$ cat src/rtl/tri_band_pkg.sv
// Shared types and region helpers for the tri_band_extract matrix-region streamer.
// Mode values above MODE_DIAG all decode to a full passthrough.
package tri_band_pkg;

  typedef enum logic [2:0] {
    MODE_UPPER  = 3'd0,
    MODE_LOWER  = 3'd1,
    MODE_SUPPER = 3'd2,
    MODE_SLOWER = 3'd3,
    MODE_DIAG   = 3'd4,
    MODE_FULL   = 3'd5
  } mode_e;

  typedef struct packed {
    logic [31:0] r;
    logic [31:0] c;
  } pos_t;

  function automatic mode_e decode_mode(logic [2:0] m);
    return (m > 3'd4) ? MODE_FULL : mode_e'(m);
  endfunction

  function automatic logic keep(mode_e m, logic [31:0] r, logic [31:0] c);
    case (m)
      MODE_UPPER:  return c >= r;
      MODE_LOWER:  return c <= r;
      MODE_SUPPER: return c > r;
      MODE_SLOWER: return c < r;
      MODE_DIAG:   return c == r;
      default:     return 1'b1;
    endcase
  endfunction

  function automatic int unsigned min2(int unsigned a, int unsigned b);
    return (a < b) ? a : b;
  endfunction

  // Raster position of the final kept element; tags tlast when masked beats are dropped.
  function automatic pos_t last_kept_pos(mode_e m, int unsigned rows, int unsigned cols);
    pos_t p;
    p.r = rows - 1;
    p.c = cols - 1;
    case (m)
      MODE_UPPER:  p.r = min2(rows, cols) - 1;
      MODE_SUPPER: p.r = min2(rows, cols - 1) - 1;
      MODE_LOWER:  p.c = min2(rows, cols) - 1;
      MODE_SLOWER: p.c = min2(rows - 1, cols) - 1;
      MODE_DIAG: begin
        p.r = min2(rows, cols) - 1;
        p.c = min2(rows, cols) - 1;
      end
      default: ;
    endcase
    return p;
  endfunction

endpackage

$ cat src/rtl/tri_band_extract_axis_out_reg.sv
// One-entry AXI-Stream output register; a pop and a reload in the same cycle
// produce back-to-back beats with no bubble.
module axis_out_reg #(
  parameter int DATA_WIDTH = 32
) (
  input  logic                  clk,
  input  logic                  rst,
  input  logic                  load,
  input  logic [DATA_WIDTH-1:0] load_data,
  input  logic                  load_last,
  output logic                  in_ready,
  output logic [DATA_WIDTH-1:0] out_tdata,
  output logic                  out_tvalid,
  input  logic                  out_tready,
  output logic                  out_tlast
);

  logic                  valid_reg;
  logic [DATA_WIDTH-1:0] data_reg;
  logic                  last_reg;

  assign in_ready   = !valid_reg || out_tready;
  assign out_tvalid = valid_reg;
  assign out_tdata  = data_reg;
  assign out_tlast  = last_reg;

  always_ff @(posedge clk) begin
    if (rst) begin
      valid_reg <= 1'b0;
      data_reg  <= '0;
      last_reg  <= 1'b0;
    end else if (load) begin
      valid_reg <= 1'b1;
      data_reg  <= load_data;
      last_reg  <= load_last;
    end else if (out_tready) begin
      valid_reg <= 1'b0;
    end
  end

endmodule

$ cat src/rtl/tri_band_extract.sv
// Streaming region extractor: forwards (or zero-fills) the elements of a raster-order
// ROWS x COLS matrix that fall in the selected triangle/diagonal, with framing checks.
module tri_band_extract
  import tri_band_pkg::*;
#(
  parameter int ROWS       = 4,
  parameter int COLS       = 4,
  parameter int DATA_WIDTH = 32
) (
  input  logic                  clk,
  input  logic                  rst,
  input  logic [2:0]            mode,
  input  logic                  zero_fill,
  input  logic [DATA_WIDTH-1:0] in_tdata,
  input  logic                  in_tvalid,
  output logic                  in_tready,
  input  logic                  in_tlast,
  output logic [DATA_WIDTH-1:0] out_tdata,
  output logic                  out_tvalid,
  input  logic                  out_tready,
  output logic                  out_tlast,
  output logic                  err_frame,
  output logic                  matrix_done
);

  localparam int RW = (ROWS > 1) ? $clog2(ROWS) : 1;
  localparam int CW = (COLS > 1) ? $clog2(COLS) : 1;
  localparam logic [RW-1:0] R_LAST = RW'(ROWS - 1);
  localparam logic [CW-1:0] C_LAST = CW'(COLS - 1);

  logic [RW-1:0]         r_reg, r_next;
  logic [CW-1:0]         c_reg, c_next;
  mode_e                 mode_reg;
  logic                  zf_reg;
  logic                  err_frame_reg, matrix_done_reg;

  mode_e                 eff_mode;
  logic                  eff_zf;
  logic                  at_origin, at_final, accept, kept;
  logic                  beat, beat_last, reg_in_ready;
  logic [DATA_WIDTH-1:0] beat_data;
  pos_t                  lk;

  assign in_tready   = !rst && reg_in_ready;
  assign accept      = in_tvalid && in_tready;
  assign err_frame   = err_frame_reg;
  assign matrix_done = matrix_done_reg;

  always_comb begin
    at_origin = (r_reg == '0) && (c_reg == '0);
    at_final  = (r_reg == R_LAST) && (c_reg == C_LAST);
    // The (0,0) element already obeys the mode presented with it.
    eff_mode  = at_origin ? decode_mode(mode) : mode_reg;
    eff_zf    = at_origin ? zero_fill : zf_reg;
    kept      = keep(eff_mode, 32'(r_reg), 32'(c_reg));
    lk        = last_kept_pos(eff_mode, ROWS, COLS);
    beat      = accept && (kept || eff_zf);
    beat_data = kept ? in_tdata : '0;
    beat_last = eff_zf ? at_final : ((32'(r_reg) == lk.r) && (32'(c_reg) == lk.c));
  end

  always_comb begin
    r_next = r_reg;
    c_next = c_reg;
    if (in_tlast) begin
      // Early tlast resyncs so the next element starts a fresh matrix.
      r_next = '0;
      c_next = '0;
    end else if (c_reg == C_LAST) begin
      c_next = '0;
      r_next = (r_reg == R_LAST) ? '0 : r_reg + 1'b1;
    end else begin
      c_next = c_reg + 1'b1;
    end
  end

  always_ff @(posedge clk) begin
    if (rst) begin
      r_reg           <= '0;
      c_reg           <= '0;
      mode_reg        <= MODE_UPPER;
      zf_reg          <= 1'b0;
      err_frame_reg   <= 1'b0;
      matrix_done_reg <= 1'b0;
    end else begin
      err_frame_reg   <= accept && (in_tlast != at_final);
      matrix_done_reg <= accept && (in_tlast || at_final);
      if (accept) begin
        r_reg <= r_next;
        c_reg <= c_next;
        if (at_origin) begin
          mode_reg <= eff_mode;
          zf_reg   <= eff_zf;
        end
      end
    end
  end

  axis_out_reg #(
    .DATA_WIDTH(DATA_WIDTH)
  ) u_out_reg (
    .clk       (clk),
    .rst       (rst),
    .load      (beat),
    .load_data (beat_data),
    .load_last (beat_last),
    .in_ready  (reg_in_ready),
    .out_tdata (out_tdata),
    .out_tvalid(out_tvalid),
    .out_tready(out_tready),
    .out_tlast (out_tlast)
  );

endmodule

$ cat config.mk
export PLATFORM = sky130hd
export DESIGN_NAME = tri_band_extract
export DESIGN_NICKNAME = d
export VERILOG_FILES = /design/src/rtl/tri_band_pkg.sv /design/src/rtl/tri_band_extract_axis_out_reg.sv /design/src/rtl/tri_band_extract.sv
export SDC_FILE = /design/constraint.sdc
export NUM_CORES = 1
export LEC_CHECK = 0
export CAP_MARGIN = 30
export CORE_MARGIN = 5
export CORE_UTILIZATION = 39
export CTS_BUF_LIST = sky130_fd_sc_hd__clkbuf_8
export CTS_CLUSTER_SIZE = 16
export DETAILED_ROUTE_END_ITERATION = 8
export PLACE_DENSITY = 0.76
export SLEW_MARGIN = 20
export SYNTH_ARGS = -nofsm -noshare
export SYNTH_HDL_FRONTEND = slang
export SYNTH_SLANG_ARGS = --single-unit
export TNS_END_PERCENT = 20
$ cat constraint.sdc
create_clock -name clk -period 2.3 [get_ports clk]
set_input_delay 0.23 -clock clk [delete_from_list [all_inputs] [get_ports clk]]
set_output_delay 0.23 -clock clk [all_outputs]
set_load 0.01 [all_outputs]
Word-level counts from Yosys, hierarchy flattened
Index checks and enable logic that the tools add are counted.
{ "classes": {"add_sub_neg": 2, "order_cmp": 5, "n_eq_ne": 10, "muxes": 15, "reduce_logical": 20} }
{ "op_table": {"columns": ["cell", "count"], "rows": [
  ["2-bit by 32-bit equality test with 1-bit output", 2],
  ["32-bit 2-to-1 mux", 1],
  ["2-bit 2-to-1 mux", 5],
  ["1-bit logical AND", 8],
  ["3-bit by 2-bit equality test with 1-bit output (second input constant)", 2],
  ["1-bit 2-to-1 mux", 6],
  ["3-bit 2-to-1 mux", 2],
  ["1-bit case mux with 5 select lines", 1],
  ["2-bit by 1-bit adder with 2-bit output (second input constant)", 2],
  ["2-bit equality test (second input constant)", 2],
  ["2-bit logical NOT", 2],
  ["2-bit AND reduction", 2],
  ["2-bit nonzero test", 2],
  ["3-bit by 1-bit equality test with 1-bit output (second input constant)", 1],
  ["3-bit equality test (second input constant)", 1],
  ["3-bit > comparator (second input constant)", 1],
  ["3-bit logical NOT", 1],
  ["1-bit logical OR", 3],
  ["2-bit equality test", 1],
  ["2-bit >= comparator", 1],
  ["2-bit > comparator", 1],
  ["2-bit less-or-equal comparator", 1],
  ["1-bit logical NOT", 2],
  ["2-bit < comparator", 1],
  ["1-bit inequality test", 1]
]} }
{ "totals": {"regBits": 44, "inputBits": 41, "out_inout_bits": 37, "elab_cells": 61} }

Logic depth before layout (Yosys ltp)
{ "logic_depth": {"word_depth": 8, "depth_mapped": 10} }

By module
From an unflattened synthesis, not the netlist that was laid out.
{ "unflattened": {"cells_unflattened": 237, "area_unflattened_um2": 2195.9} }
{ "by_module_without_submodules": {"columns": ["module", "n_inst", "cells_per_inst", "area_each_um2", "seq_area_each_um2"], "rows": [
  ["axis_out_reg", 1, 111, 1238.7, 680.7],
  ["tri_band_extract", 1, 126, 957.2, 200.2]
]} }

Worst setup path after synthesis
Ideal clock, no wire load.
{ "synth_timing": {"path_kind": "register to register", "from": "reg r_reg[1]", "to": "reg u_out_reg.data_reg[11], in the netlist u_out_reg.out_tdata[11]", "setup_ns": 0.117, "t_arrival_ns": 2.023, "path_slack_ns": 0.160, "path_stages_with_launch": 10, "synth_period_minus_slack_ns": 2.140, "path_cell_list": "dfxtp_1 inv_1 ha_1 nor2b_1 or2_2 mux2_4 o22ai_2 o21ai_2 buf_6 a32o_1"} }
{ "synth_between": {"elab_chain_len": 7} }
{ "synth_rtl": {"columns": ["item", "line_no", "rtl"], "rows": [
  ["start, declared", "tri_band_extract.sv:31", "logic [RW-1:0] r_reg, r_next;"],
  ["start signal, assigned", "tri_band_extract.sv:89", "r_reg <= r_next;"],
  ["2-bit logical NOT", "tri_band_extract.sv:50", "at_origin = (r_reg == '0) && (c_reg == '0);"],
  ["1-bit logical AND", "tri_band_extract.sv:50", null],
  ["3-bit 2-to-1 mux", "tri_band_extract.sv:53", "eff_mode = at_origin ? decode_mode(mode) : mode_reg;"],
  ["3-bit equality test (tied with other cells)", "tri_band_pkg.sv:24", "case (m)"],
  ["1-bit case mux with 5 select lines", "tri_band_pkg.sv:24", null],
  ["1-bit logical OR", "tri_band_extract.sv:57", "beat = accept && (kept || eff_zf);"],
  ["1-bit logical AND", "tri_band_extract.sv:57", null],
  ["end signal, assigned", "tri_band_extract_axis_out_reg.sv:34", "data_reg <= load_data;"],
  ["end, declared", "tri_band_extract_axis_out_reg.sv:19", "logic [DATA_WIDTH-1:0] data_reg;"]
]} }
Several ways; a longest one is shown, not always the timed one.
A chain may end at the register's enable or synchronous reset.

Final worst setup path
{ "layout_timing": {"from": "reg c_reg[0]", "to": "reg u_out_reg.data_reg[18], in the netlist u_out_reg.out_tdata[18]"} }
{ "layout_between": {"elab_chain_len": 7} }
{ "layout_rtl": {"columns": ["item", "line_no", "rtl"], "rows": [
  ["start, declared", "tri_band_extract.sv:32", "logic [CW-1:0] c_reg, c_next;"],
  ["start signal, assigned", "tri_band_extract.sv:90", "c_reg <= c_next;"],
  ["2-bit logical NOT", "tri_band_extract.sv:50", null],
  ["1-bit logical AND", "tri_band_extract.sv:50", null],
  ["3-bit 2-to-1 mux", "tri_band_extract.sv:53", null],
  ["3-bit equality test (tied with other cells)", "tri_band_pkg.sv:24", null],
  ["1-bit case mux with 5 select lines", "tri_band_pkg.sv:24", null],
  ["1-bit logical OR", "tri_band_extract.sv:57", null],
  ["1-bit logical AND", "tri_band_extract.sv:57", null]
]} }
Several ways; a longest one is shown, not always the timed one.

==> impl_metrics.py <==
metrics = {
    "clock_network": {
        "cts_tree": "done",
        "cts_max_path_buffers": 2,
        "postCtsResizedCells": 0,
        "postCtsSetupRepairBufs": 0,
        "hold_buffers": 0,
        "clk_latency_ps": 280,
        "cts_inserted_buffers": 5,
        "clkTransAtPathRegs_ps": 70,
        "clock_sinks": 44,
        "cts.root.buffer_cell": "clkbuf_8",
        "htreeDepth": 2,
    },
    "sta": {
        "hold_viol": 0,
        "relSlewSlack_pct": 79.3,
        "setup-tns-final_ps": 0,
        "maxSlewViolCount": 0,
        "finClkSkew_ps": 12.3,
        "rsz0062_at_grt": "false",
        "fmax_ghz": 0.455,
        "fin_hold_ws_ps": 473,
        "worst_slew_pin_slew_ps": 302,
        "finalCritPeriodShare_pct": 95.5,
        "setup_viol": 0,
        "fin_crit_ps": 2200,
    },
    "cells_and_area": {
        "final_cells": 306,
        "largest_register_ffs": 32,
        "diodes": 0,
        "drive_gt1_share_pct": 13.1,
        "fin_nets": 300,
        "fillCellCount": 398,
        "syn2layout_area_growth_pct": 53.3,
    },
    "pwr": {
        "p_int_w": 0.00125,
        "pwr-share-seq_pct": 50.4,
        "p_switching_w": 0.000424,
        "clock_power_share_pct": 26.3,
        "p_leak_nw": 1.05,
        "power_density_mw_per_mm2": 596,
        "combPwrFrac_pct": 23.4,
        "swShare_pct": 25.3,
        "peakVddDrop_mv": 0.469,
    },
    "floorplanning": {
        "core_sq_mm": 0.00463,
        "fp.dieH_microns": 78.6,
        "ios": 78,
        "die_x_microns": 78.6,
        "dieArea_sq_mm": 0.00617,
        "initial_core_util_pct": 39.6,
        "rows": 25,
    },
    "detailed_routing": {
        "routed-wl-met3_microns": 307,
        "routedLengthMet1_microns": 2220,
        "wl_per_cell_microns": 16.2,
        "ant_nets": 0,
        "met2WireLength_microns": 2400,
        "dr.max_layer_used": "met4",
        "drc": 0,
        "num_vias": 1665,
        "dr.pass1.iters": 4,
        "totalWireLength_microns": 4960,
        "drtIter0Drc": 86,
        "viasPerCell": 5.44,
    },
    "worst_setup_path": {
        "crit_path_end_kind": "flip-flop",
        "startpoint": "c_reg[0]",
        "r2r_start": "c_reg[0]",
        "worstReg2RegEnd": "u_out_reg.out_tdata[18]",
        "crit_required_ps": 2470,
        "path_class": "reg -> reg",
        "worstPathArrival_ps": 2370,
        "cp-start-kind": "flip-flop",
        "worstRegToRegCells": 9,
        "cp_max_fo": 14,
        "r2r_slack_ps": 100,
    },
    "yosys": {
        "yosys_warnings": 0,
        "yosysTopAreaCell": "dfxtp_1",
        "synth_edf_count": 0,
        "avgSynthCellArea_sq_um": 11.0,
        "seq_area_frac_synth_pct": 48.0,
        "synth.area.top_cells": "dfxtp_1, a32o_1, ha_1",
        "synthArstFlopShare_pct": 0,
        "syn_inst": 167,
        "synth_top_cell_area_share_pct": 48.0,
        "syn_area_sq_mm": 0.00183,
        "ys_ff_latch": 44,
        "synth_flop_cell": "dfxtp_1",
        "synth_nets": 215,
        "ys_types": 35,
    },
    "run": {
        "max_cap_viol_count": 0,
    },
    "grt": {
        "antenna_found_initial": 0,
        "grt_pass1_vias": 1640,
        "grt_pass1_wl_microns": 7710,
        "grt_max_degree": 26,
        "grt.overflow.total": 0,
        "track_usage_pct": 15.3,
    },
    "placement": {
        "place_congestion": 0.901,
        "io_buffer_count": 77,
        "hpwl_microns": 3640,
        "dp_cells": 298,
    },
    "worst_hold_path": {
        "hold_path_class": "reg -> reg",
        "hp-start": "u_out_reg.out_tlast",
        "holdPathEnd": "u_out_reg.out_tlast",
        "holdPathStages": 2,
    },
    "outcome": {
        "status": "completed",
    },
}
synth_stat cells, types with 2 or more instances:
cell      number
clkbuf_1       3
and3_1         2
dfxtp_1       44
buf_6          7
and2_1         3
a21oi_1        9
ha_1           7
nand2_1        8
nor2_1        10
o21ai_0        9
mux2i_1        2
a32o_1        33
a32oi_1        2
inv_1          5
nor2b_1        3
how the worst max path moves through the flow:
stage / end / cells past startpoint
6_report: u_out_reg.out_tdata[18] / 9
5_1_grt: u_out_reg.out_tdata[23] / 9
4_1_cts: u_out_reg.out_tdata[18] / 9
3_5_place_dp: u_out_reg.out_tdata[18] / 8
3_3_place_gp: u_out_reg.out_tdata[29] / 8
2_1_floorplan: u_out_reg.out_tdata[11] / 9
power groups by stage:
stage                     Sequential, W  Combinational, W  Clock (W)
final                          0.000845          0.000392   0.000440
after global routing           0.000851          0.000420   0.000480
after CTS                      0.000845          0.000377   0.000457
after detailed placement       0.000863          0.000375          0
after global placement         0.000860          0.000368          0
after floorplan                0.000885          0.000149          0
cell type report:
class	count	area, sq um	area share, %
clock buffers	5	68.8	2.45
inverters	6	22.5	0.801
multi-input cells	106	863	30.7
well taps	54	67.6	2.40
flip-flops and latches	44	883	31.4
clock inverters	2	8.76	0.311
repair buffers	89	898	31.9
logic make-up (layout without fill, tap and decap cells):
kind of cell | Yosys count | in the layout | share of synthesized area (%)
compound gates | 61 | 61 | 27.9
fa+ha+maj | 7 | 7 | 4.77
buf+inv | 17 | 102 | 6.41
flops | 44 | 44 | 48.0
mux | 5 | 5 | 3.75
simple gates | 33 | 33 | 9.14
metrics by stage:
| stage | total power, W | utilization, % | worst slack [ps] | instance area [sq um] |
|---|---|---|---|---|
| floorplan | 0.00103 | - | 160 | 1830 |
| global placement | 0.00123 | 57.7 | 85.9 | 2670 |
| detailed placement | 0.00124 | 57.7 | 9.24 | 2670 |
| CTS | 0.00168 | 59.4 | 59.3 | 2750 |
| global route | 0.00175 | 60.8 | 12.0 | 2810 |
| finish | 0.00168 | 60.8 | 102 | 2810 |
placed cells by master, fill, tap and decap left out, drive strengths merged:
master,Yosys,routed
o31ai,2,2
a32oi,2,2
mux2,2,2
nor2b,3,3
o21ai,10,10
nand2,9,9
buf,8,11
nor2,10,10
and3b,1,1
a211oi,1,1
clkinv,1,2
a21boi,1,1
and4,1,1
clkdlybuf4s50,0,77
clkbuf,3,6
ha,7,7
o41ai,1,1
dfxtp,44,44
and2,3,3
a31o,1,1
mux2i,3,3
or2,1,1
a32o,33,33
nand3,1,1
or3b,1,1
and3,2,2
a21oi,9,9
nand2b,1,1
o22ai,1,1
inv,5,6
worst max-delay path: stages (launching register included):
cell and delay (ps):
dfxtp_1 310, inv_1 110, ha_2 270, a21oi_1 80, a31o_2 260, o31ai_2 330, o22ai_4 120, and2_1 200
buf_4 190, a32o_1 210
metal layers:
| layer | GRT usage, % | vias up |
|---|---|---|
| met5 | 0 | - |
| met4 | 2.10 | 0 |
| met3 | 4.24 | 4 |
| met2 | 25.6 | 50 |
| met1 | 20.1 | 797 |
| li1 | - | 814 |
No activity file was read; power rests on OpenSTA's default activity.
